`src/rtl/flash_pkg.sv`:
```
// Shared encodings and helpers for the flash value reader: operand modes,
// fixed sizes, FSM states and LEB128 shift arithmetic.
package flash_pkg;

    localparam int LEB_MAX_BYTES = 5;

    typedef enum logic [1:0] {
        MODE_FIX_U = 2'b00,
        MODE_FIX_S = 2'b01,
        MODE_LEB_U = 2'b10,
        MODE_LEB_S = 2'b11
    } mode_e;

    typedef enum logic [1:0] {
        SIZE_1B     = 2'd0,
        SIZE_2B     = 2'd1,
        SIZE_4B     = 2'd2,
        SIZE_4B_ALT = 2'd3
    } size_e;

    typedef enum logic [2:0] {
        ST_QUIET,
        ST_IDLE,
        ST_ISSUE,
        ST_WAIT,
        ST_RELEASE,
        ST_RESP
    } state_e;

    // Index of the last byte of a fixed-width operand; size 3 aliases 4 bytes.
    function automatic logic [2:0] fixed_last_idx(input size_e s);
        case (s)
            SIZE_1B: return 3'd0;
            SIZE_2B: return 3'd1;
            default: return 3'd3;
        endcase
    endfunction

    // 7*idx, saturating at the fifth byte's position.
    function automatic logic [4:0] leb_shift(input logic [2:0] idx);
        case (idx)
            3'd0:    return 5'd0;
            3'd1:    return 5'd7;
            3'd2:    return 5'd14;
            3'd3:    return 5'd21;
            default: return 5'd28;
        endcase
    endfunction

endpackage

```
`src/rtl/flash_value_reader_if.sv`:
```
// Request/response handshake between the fetch logic (master) and the
// flash value reader (slave).
interface flash_value_reader_if #(
    parameter int ADDR_W = 24
);
    logic              req_valid;
    logic              req_ready;
    logic [ADDR_W-1:0] req_addr;
    logic [1:0]        req_mode;
    logic [1:0]        req_size;
    logic              rsp_valid;
    logic              rsp_ready;
    logic [31:0]       rsp_data;
    logic [2:0]        rsp_len;
    logic [ADDR_W-1:0] rsp_next_addr;
    logic              rsp_error;

    modport master (
        output req_valid, req_addr, req_mode, req_size, rsp_ready,
        input  req_ready, rsp_valid, rsp_data, rsp_len, rsp_next_addr, rsp_error
    );

    modport slave (
        input  req_valid, req_addr, req_mode, req_size, rsp_ready,
        output req_ready, rsp_valid, rsp_data, rsp_len, rsp_next_addr, rsp_error
    );
endinterface

```
`src/rtl/value_assembler.sv`:
```
// Byte index and accumulator; decodes the operand value as each byte arrives
// so the FSM can register the final result on the capture cycle.
module value_assembler
    import flash_pkg::*;
(
    input  logic        clk,
    input  logic        reset,
    input  logic        clear_i,
    input  logic        capture_i,
    input  logic [7:0]  byte_i,
    input  mode_e       mode_i,
    input  size_e       size_i,
    output logic        done_o,
    output logic        error_o,
    output logic [31:0] value_o,
    output logic [2:0]  len_o
);

    logic [31:0] acc_q, acc_d;
    logic [2:0]  idx_q, idx_d;
    logic        is_leb, is_signed;
    logic [31:0] fix_part, leb_part;
    logic [4:0]  leb_sh, leb_sh_next;

    always_comb begin
        is_leb      = (mode_i == MODE_LEB_U) || (mode_i == MODE_LEB_S);
        is_signed   = (mode_i == MODE_FIX_S) || (mode_i == MODE_LEB_S);
        fix_part    = {24'd0, byte_i} << {idx_q[1:0], 3'b000};
        leb_sh      = leb_shift(idx_q);
        leb_sh_next = leb_shift(idx_q + 3'd1);
        // Bits shifted past 31 on the fifth LEB byte fall off here.
        leb_part    = {25'd0, byte_i[6:0]} << leb_sh;
        acc_d       = acc_q | (is_leb ? leb_part : fix_part);
        idx_d       = idx_q + 3'd1;
        len_o       = idx_d;
        error_o     = 1'b0;
        value_o     = acc_d;
        if (is_leb) begin
            done_o  = !byte_i[7] || (idx_q == 3'(LEB_MAX_BYTES - 1));
            error_o = byte_i[7] && (idx_q == 3'(LEB_MAX_BYTES - 1));
            if (error_o)
                value_o = '0;
            else if (is_signed && byte_i[6] && (idx_q < 3'(LEB_MAX_BYTES - 1)))
                value_o = acc_d | (32'hFFFF_FFFF << leb_sh_next);
        end else begin
            done_o = (idx_q == fixed_last_idx(size_i));
            if (is_signed && (size_i == SIZE_1B) && acc_d[7])
                value_o[31:8] = '1;
            else if (is_signed && (size_i == SIZE_2B) && acc_d[15])
                value_o[31:16] = '1;
        end
    end

    always_ff @(posedge clk) begin
        if (reset || clear_i) begin
            acc_q <= '0;
            idx_q <= '0;
        end else if (capture_i) begin
            acc_q <= acc_d;
            idx_q <= idx_d;
        end
    end

endmodule

```
`src/rtl/flash_value_reader.sv`:
```
// Reads a fixed-width or LEB128 operand from the SPI flash byte reader one
// byte at a time and returns the decoded value, length and next address.
module flash_value_reader
    import flash_pkg::*;
#(
    parameter int ADDR_W      = 24,
    parameter int RESET_QUIET = 128
) (
    input  logic                 clk,
    input  logic                 reset,
    flash_value_reader_if.slave  bus,
    output logic [ADDR_W-1:0]    flash_addr,
    output logic                 flash_enable,
    input  logic [7:0]           flash_byte,
    input  logic                 flash_data_ready
);

    localparam int QW = $clog2(RESET_QUIET + 1);

    state_e            state_q;
    logic [QW-1:0]     quiet_q;
    logic [ADDR_W-1:0] addr_q;
    mode_e             mode_q;
    size_e             size_q;
    logic              req_ready_q, rsp_valid_q, rsp_error_q, fen_q;
    logic [31:0]       rsp_data_q;
    logic [2:0]        rsp_len_q;
    logic [ADDR_W-1:0] rsp_next_q, faddr_q;

    logic        cap, clr, asm_done, asm_error;
    logic [31:0] asm_value;
    logic [2:0]  asm_len;

    // Data-ready is only honoured in WAIT; in ISSUE it is still the stale flag.
    assign cap = (state_q == ST_WAIT) && flash_data_ready;
    assign clr = (state_q == ST_IDLE) && bus.req_valid;

    value_assembler u_asm (
        .clk       (clk),
        .reset     (reset),
        .clear_i   (clr),
        .capture_i (cap),
        .byte_i    (flash_byte),
        .mode_i    (mode_q),
        .size_i    (size_q),
        .done_o    (asm_done),
        .error_o   (asm_error),
        .value_o   (asm_value),
        .len_o     (asm_len)
    );

    always_ff @(posedge clk) begin
        if (reset) begin
            state_q     <= ST_QUIET;
            quiet_q     <= '0;
            addr_q      <= '0;
            mode_q      <= MODE_FIX_U;
            size_q      <= SIZE_1B;
            req_ready_q <= 1'b0;
            rsp_valid_q <= 1'b0;
            rsp_data_q  <= '0;
            rsp_len_q   <= '0;
            rsp_next_q  <= '0;
            rsp_error_q <= 1'b0;
            fen_q       <= 1'b0;
            faddr_q     <= '0;
        end else begin
            unique case (state_q)
                ST_QUIET: begin
                    if (quiet_q == QW'(RESET_QUIET - 1)) begin
                        state_q     <= ST_IDLE;
                        req_ready_q <= 1'b1;
                    end else begin
                        quiet_q <= quiet_q + QW'(1);
                    end
                end
                ST_IDLE: begin
                    if (bus.req_valid) begin
                        addr_q      <= bus.req_addr;
                        mode_q      <= mode_e'(bus.req_mode);
                        size_q      <= size_e'(bus.req_size);
                        req_ready_q <= 1'b0;
                        fen_q       <= 1'b1;
                        faddr_q     <= bus.req_addr;
                        state_q     <= ST_ISSUE;
                    end
                end
                ST_ISSUE: state_q <= ST_WAIT;
                ST_WAIT: begin
                    if (cap) begin
                        addr_q <= addr_q + ADDR_W'(1);
                        fen_q  <= 1'b0;
                        if (asm_done) begin
                            rsp_valid_q <= 1'b1;
                            rsp_data_q  <= asm_value;
                            rsp_len_q   <= asm_len;
                            rsp_error_q <= asm_error;
                            rsp_next_q  <= addr_q + ADDR_W'(1);
                            state_q     <= ST_RESP;
                        end else begin
                            state_q <= ST_RELEASE;
                        end
                    end
                end
                ST_RELEASE: begin
                    fen_q   <= 1'b1;
                    faddr_q <= addr_q;
                    state_q <= ST_ISSUE;
                end
                ST_RESP: begin
                    if (bus.rsp_ready) begin
                        rsp_valid_q <= 1'b0;
                        req_ready_q <= 1'b1;
                        state_q     <= ST_IDLE;
                    end
                end
                default: state_q <= ST_QUIET;
            endcase
        end
    end

    assign bus.req_ready     = req_ready_q;
    assign bus.rsp_valid     = rsp_valid_q;
    assign bus.rsp_data      = rsp_data_q;
    assign bus.rsp_len       = rsp_len_q;
    assign bus.rsp_next_addr = rsp_next_q;
    assign bus.rsp_error     = rsp_error_q;
    assign flash_enable      = fen_q;
    assign flash_addr        = faddr_q;

endmodule

```
`src/flat_wrapper.sv`:
```
// flat-port wrapper written by rule: the top's interface ports become plain ports
module flash_value_reader_flat import flash_pkg::*;
#(
    parameter int ADDR_W      = 24,
    parameter int RESET_QUIET = 128
)
  (clk, reset, flash_addr, flash_enable, flash_byte, flash_data_ready, bus_req_valid, bus_req_addr, bus_req_mode, bus_req_size, bus_rsp_ready, bus_req_ready, bus_rsp_valid, bus_rsp_data, bus_rsp_len, bus_rsp_next_addr, bus_rsp_error);
  flash_value_reader_if #(.ADDR_W(ADDR_W)) bus_i ();
  input  logic clk;
  input  logic reset;
  output logic [ADDR_W-1:0] flash_addr;
  output logic flash_enable;
  input  logic [7:0] flash_byte;
  input  logic flash_data_ready;
  input wire logic [$bits(bus_i.req_valid)-1:0] bus_req_valid;
  input wire logic [$bits(bus_i.req_addr)-1:0] bus_req_addr;
  input wire logic [$bits(bus_i.req_mode)-1:0] bus_req_mode;
  input wire logic [$bits(bus_i.req_size)-1:0] bus_req_size;
  input wire logic [$bits(bus_i.rsp_ready)-1:0] bus_rsp_ready;
  output wire logic [$bits(bus_i.req_ready)-1:0] bus_req_ready;
  output wire logic [$bits(bus_i.rsp_valid)-1:0] bus_rsp_valid;
  output wire logic [$bits(bus_i.rsp_data)-1:0] bus_rsp_data;
  output wire logic [$bits(bus_i.rsp_len)-1:0] bus_rsp_len;
  output wire logic [$bits(bus_i.rsp_next_addr)-1:0] bus_rsp_next_addr;
  output wire logic [$bits(bus_i.rsp_error)-1:0] bus_rsp_error;
  assign bus_i.req_valid = bus_req_valid;
  assign bus_i.req_addr = bus_req_addr;
  assign bus_i.req_mode = bus_req_mode;
  assign bus_i.req_size = bus_req_size;
  assign bus_i.rsp_ready = bus_rsp_ready;
  assign bus_req_ready = bus_i.req_ready;
  assign bus_rsp_valid = bus_i.rsp_valid;
  assign bus_rsp_data = bus_i.rsp_data;
  assign bus_rsp_len = bus_i.rsp_len;
  assign bus_rsp_next_addr = bus_i.rsp_next_addr;
  assign bus_rsp_error = bus_i.rsp_error;
  flash_value_reader #(.ADDR_W(ADDR_W), .RESET_QUIET(RESET_QUIET)) u_core (.clk(clk), .reset(reset), .bus(bus_i), .flash_addr(flash_addr), .flash_enable(flash_enable), .flash_byte(flash_byte), .flash_data_ready(flash_data_ready));
endmodule
```
`config.mk`:
```
export PLATFORM = sky130hd
export DESIGN_NAME = flash_value_reader_flat
export DESIGN_NICKNAME = d
export VERILOG_FILES = /design/src/rtl/flash_pkg.sv /design/src/rtl/flash_value_reader_if.sv /design/src/rtl/value_assembler.sv /design/src/rtl/flash_value_reader.sv /design/src/flat_wrapper.sv
export SDC_FILE = /design/constraint.sdc
export NUM_CORES = 1
export LEC_CHECK = 0
export CORE_MARGIN = 1
export CORE_UTILIZATION = 59
export CTS_CLUSTER_SIZE = 16
export DETAILED_ROUTE_END_ITERATION = 6
export PLACE_DENSITY = 0.86
export SYNTH_ARGS = -nofsm -noshare
export SYNTH_HDL_FRONTEND = slang
export SYNTH_SLANG_ARGS = --single-unit
```
`constraint.sdc`:
```
create_clock -name clk -period 6.3 [get_ports clk]
set_input_delay 0.945 -clock clk [delete_from_list [all_inputs] [get_ports clk]]
set_output_delay 0.945 -clock clk [all_outputs]
set_load 0.02 [all_outputs]
```
==> results.yml <==
clocking:
  cts.repair.resized: 0
  worstSkewPairLatency_ns: 0.44
  clk_transition_reported_paths_ns: 0.06
  cts_tree: "yes"
  root_buffer: "sky130_fd_sc_hd__clkbuf_16"
  ctsHoldBuffers: 0
  cts_inserted_buffers: 17
  numClockSinks: 161
  clock_path_buffers: 2
  cts-htree-levels: 4
  post-cts-setup-buffers: 0
timing:
  tns_ns: 0
  final_critical_path_share_of_the_clock_period: 0.550
  fin_skew_ns: 0.0110
  finalHoldViolCount: 0
  minimum_period_implied_by_the_final_worst_setup_slack_ns: 3.47
  rsz0062_at_grt: "no"
  setup_viol_count_final: 0
  maxSlewViolCount: 0
  relSlewSlack: 0.130
  finalHoldWorstSlack_ns: 0.459
  max_clock_freq_mhz: 289
  timing_worst_slew_pin_value_ns: 1.30
hold_path:
  holdCritStartpoint: "u_core.bus.rsp_data[2]"
  worstHoldPathType: "reg -> reg"
  worst_hold_path.num_cells: 2
  hold_end: "u_core.bus.rsp_data[2]"
layout:
  area_of_the_multi_input_gates_um2: 4770
  post_route_cells_drive_above_1_share: 0.0817
  area.sequential_um2: 3220
  design.final.nets: 1124
  finish.cell_count_without_fillers: 1269
  n_fill_cell: 1039
  antenna_cells: 0
  area_growth_synth_to_finish_pct: 21.3
critical_path:
  crit_required_ns: 6.62
  reg2reg_setup_slack_ns: 2.83
  ff_to_ff_start: "u_core.state_q[1]"
  crit-reg2reg-capture: "u_core.bus.rsp_data[9]"
  worst-path-max-fanout: 71
  worstSetupEndpointType: "flip-flop"
  timing.setup.critical_path_class: "reg -> reg"
  worstSetupStartpointType: "flip-flop"
  worst-endpoint-arrival_ns: 3.79
  worst-r2r-cell-count: 7
detailed_routing:
  route.vias.total: 8167
  wl_per_cell_um: 18.8
  ant_nets: 0
  drcViolationCount: 0
  drt-vias-per-instance: 6.44
  dr_iter_0_viols: 895
  routed_wire_length_um: 23900
  firstDrtPassIters: 6
yosys:
  mappedNetlistNets: 1056
  synth.yosys.seq_area_share: 0.383
  yosysWarnings: 0
  async_reset_ff_frac: 0
  avgSynthCellArea_um2: 8.35
  synth_flop_cell: "sky130_fd_sc_hd__dfxtp_1"
  netlist.top_cell.by_area: "sky130_fd_sc_hd__dfxtp_1"
  synth_cell_count_leaders: "161 x sky130_fd_sc_hd__dfxtp_1, 152 x sky130_fd_sc_hd__nor2_1, 72 x sky130_fd_sc_hd__a21oi_1, 63 x sky130_fd_sc_hd__nand2_1, 63 x sky130_fd_sc_hd__o21ai_0"
  syn_area_um2: 8410
  ys_top_cells_by_area: "sky130_fd_sc_hd__dfxtp_1 38%, sky130_fd_sc_hd__nor2_1 6.8%, sky130_fd_sc_hd__a21oi_1 4.3%"
  count_of_different_cell_masters_after_synthesis: 92
  yosysTopAreaCellShare: 0.383
  synth-edff-count: 0
  yosysMostFrequentCell: "sky130_fd_sc_hd__dfxtp_1"
  yosys_register_bits: 161
  synthesis.instances: 1008
die:
  die_h_um: 121
  core_footprint_um2: 13900
  die_w_um: 121
  floorplan.io_pins: 128
  die_area_um2: 14700
  std_cell_rows: 43
  initial_utilization: 0.606
placement:
  detailedPlacementHpwl_um: 16200
  total_of_buffers_placed_on_input_and_output_ports: 127
  place_inst: 1237
  global_placer_s_final_weighted_congestion: 0.976
global_route:
  grt_pass1_wl_um: 37600
  grt.overflow.total: 0
  initial_antenna_violation_count: 0
  track_usage: 0.327
  grt_start_max_net_pins: 72
  grt_pass1_vias: 7287
status:
  outcome: "finished clean"
job:
  max_cap_violations: 0
power_and_ir_drop:
  ir_worst_vdd_v: 0.000197
  report.power.total_mw: 2.34
  power_per_cell_area_nw_per_um2: 229
  total_leakage_power_nw: 3.53
[through the flow]
step	instance area, um2	setup WS, ns	utilization
floorplan	8410	3.75	-
global placement	9610	2.83	0.693
detailed placement	9610	2.72	0.693
CTS	10200	2.93	0.735
global route	10200	2.58	0.735
finish	10200	2.83	0.735
[flip-flops by register name (all words and copies together), names as in the netlist]
register,flops
u_core.u_asm.idx_q,3
u_core.size_q,2
u_core.quiet_q,8
u_core.mode_q,2
u_core.bus.rsp_next_addr,24
u_core.flash_addr,24
u_core.bus.rsp_data,32
u_core.addr_q,24
u_core.bus.rsp_len,3
u_core.bus.rsp_error,1
u_core.state_q,3
u_core.flash_enable,1
u_core.bus.rsp_valid,1
u_core.bus.req_ready,1
u_core.u_asm.acc_q,32
[worst max path at each step]
stage / startpoint / to / slack [ns]
floorplan: flash_byte[2] / u_core.bus.rsp_data[31] / 3.75
global placement: flash_data_ready / u_core.bus.rsp_data[9] / 2.83
detailed placement: flash_data_ready / u_core.bus.rsp_data[10] / 2.72
CTS: u_core.state_q[1] / u_core.bus.rsp_data[10] / 2.93
global route: u_core.state_q[1] / u_core.bus.rsp_data[8] / 2.58
finish: u_core.state_q[1] / u_core.bus.rsp_data[9] / 2.83
[area by class of cell]
class,count,share of cell area
clock buffer,25,0.0505
timing repair buffer,138,0.132
sequential,161,0.316
clock inverter,7,0.00711
inverter,12,0.00442
multi-input combinational,746,0.467
tap,180,0.0221
[per-layer routing]
metal,up-vias,part of all wire,track usage,wire length (um)
li1,3809,-,-,-
met1,3840,0.43,0.431,10300
met2,436,0.45,0.513,10800
met3,82,0.082,0.0531,1960
met4,0,0.038,0.168,920
met5,-,0,0,0
[critical path, cell delays in order (launching register included)]
cell                       delay [ns]
sky130_fd_sc_hd__dfxtp_1         0.67
sky130_fd_sc_hd__and3b_1         0.59
sky130_fd_sc_hd__nand2_1         0.33
sky130_fd_sc_hd__nor3_4          0.58
sky130_fd_sc_hd__buf_4           0.66
sky130_fd_sc_hd__o211ai_1        0.25
sky130_fd_sc_hd__a21oi_1         0.19
sky130_fd_sc_hd__nor2_1          0.06
[cell usage in the layout (no fill, tap or decap), drive strengths merged, types with 9 or more instances in the layout]
master	instances
a211oi	50
a21o	9
a21oi	73
a221oi	9
a22oi	13
a31oi	10
and2	9
buf	12
clkbuf	25
clkdlybuf4s50	126
dfxtp	161
inv	13
mux2i	35
nand2	64
nand3	20
nand4	9
nor2	153
nor2b	11
nor3	33
o211a	9
o21ai	64
or3	9
xnor2	19
xor2	13
[report_power, final]
group,switching [mW],leakage (nW),internal (mW)
Sequential,0.0273,1.30,1.04
Clock,0.423,0.286,0.608
Combinational,0.134,1.95,0.0992
Total,0.584,3.53,1.75
[cell families after synthesis]
family          share of synthesized area
flops                               0.383
fa+ha+maj                          0.0104
simple gates                        0.209
xor+xnor                           0.0333
buf+inv                            0.0524
mux                                0.0457
compound gates                      0.266
No activity file was read; power rests on OpenSTA's default activity.
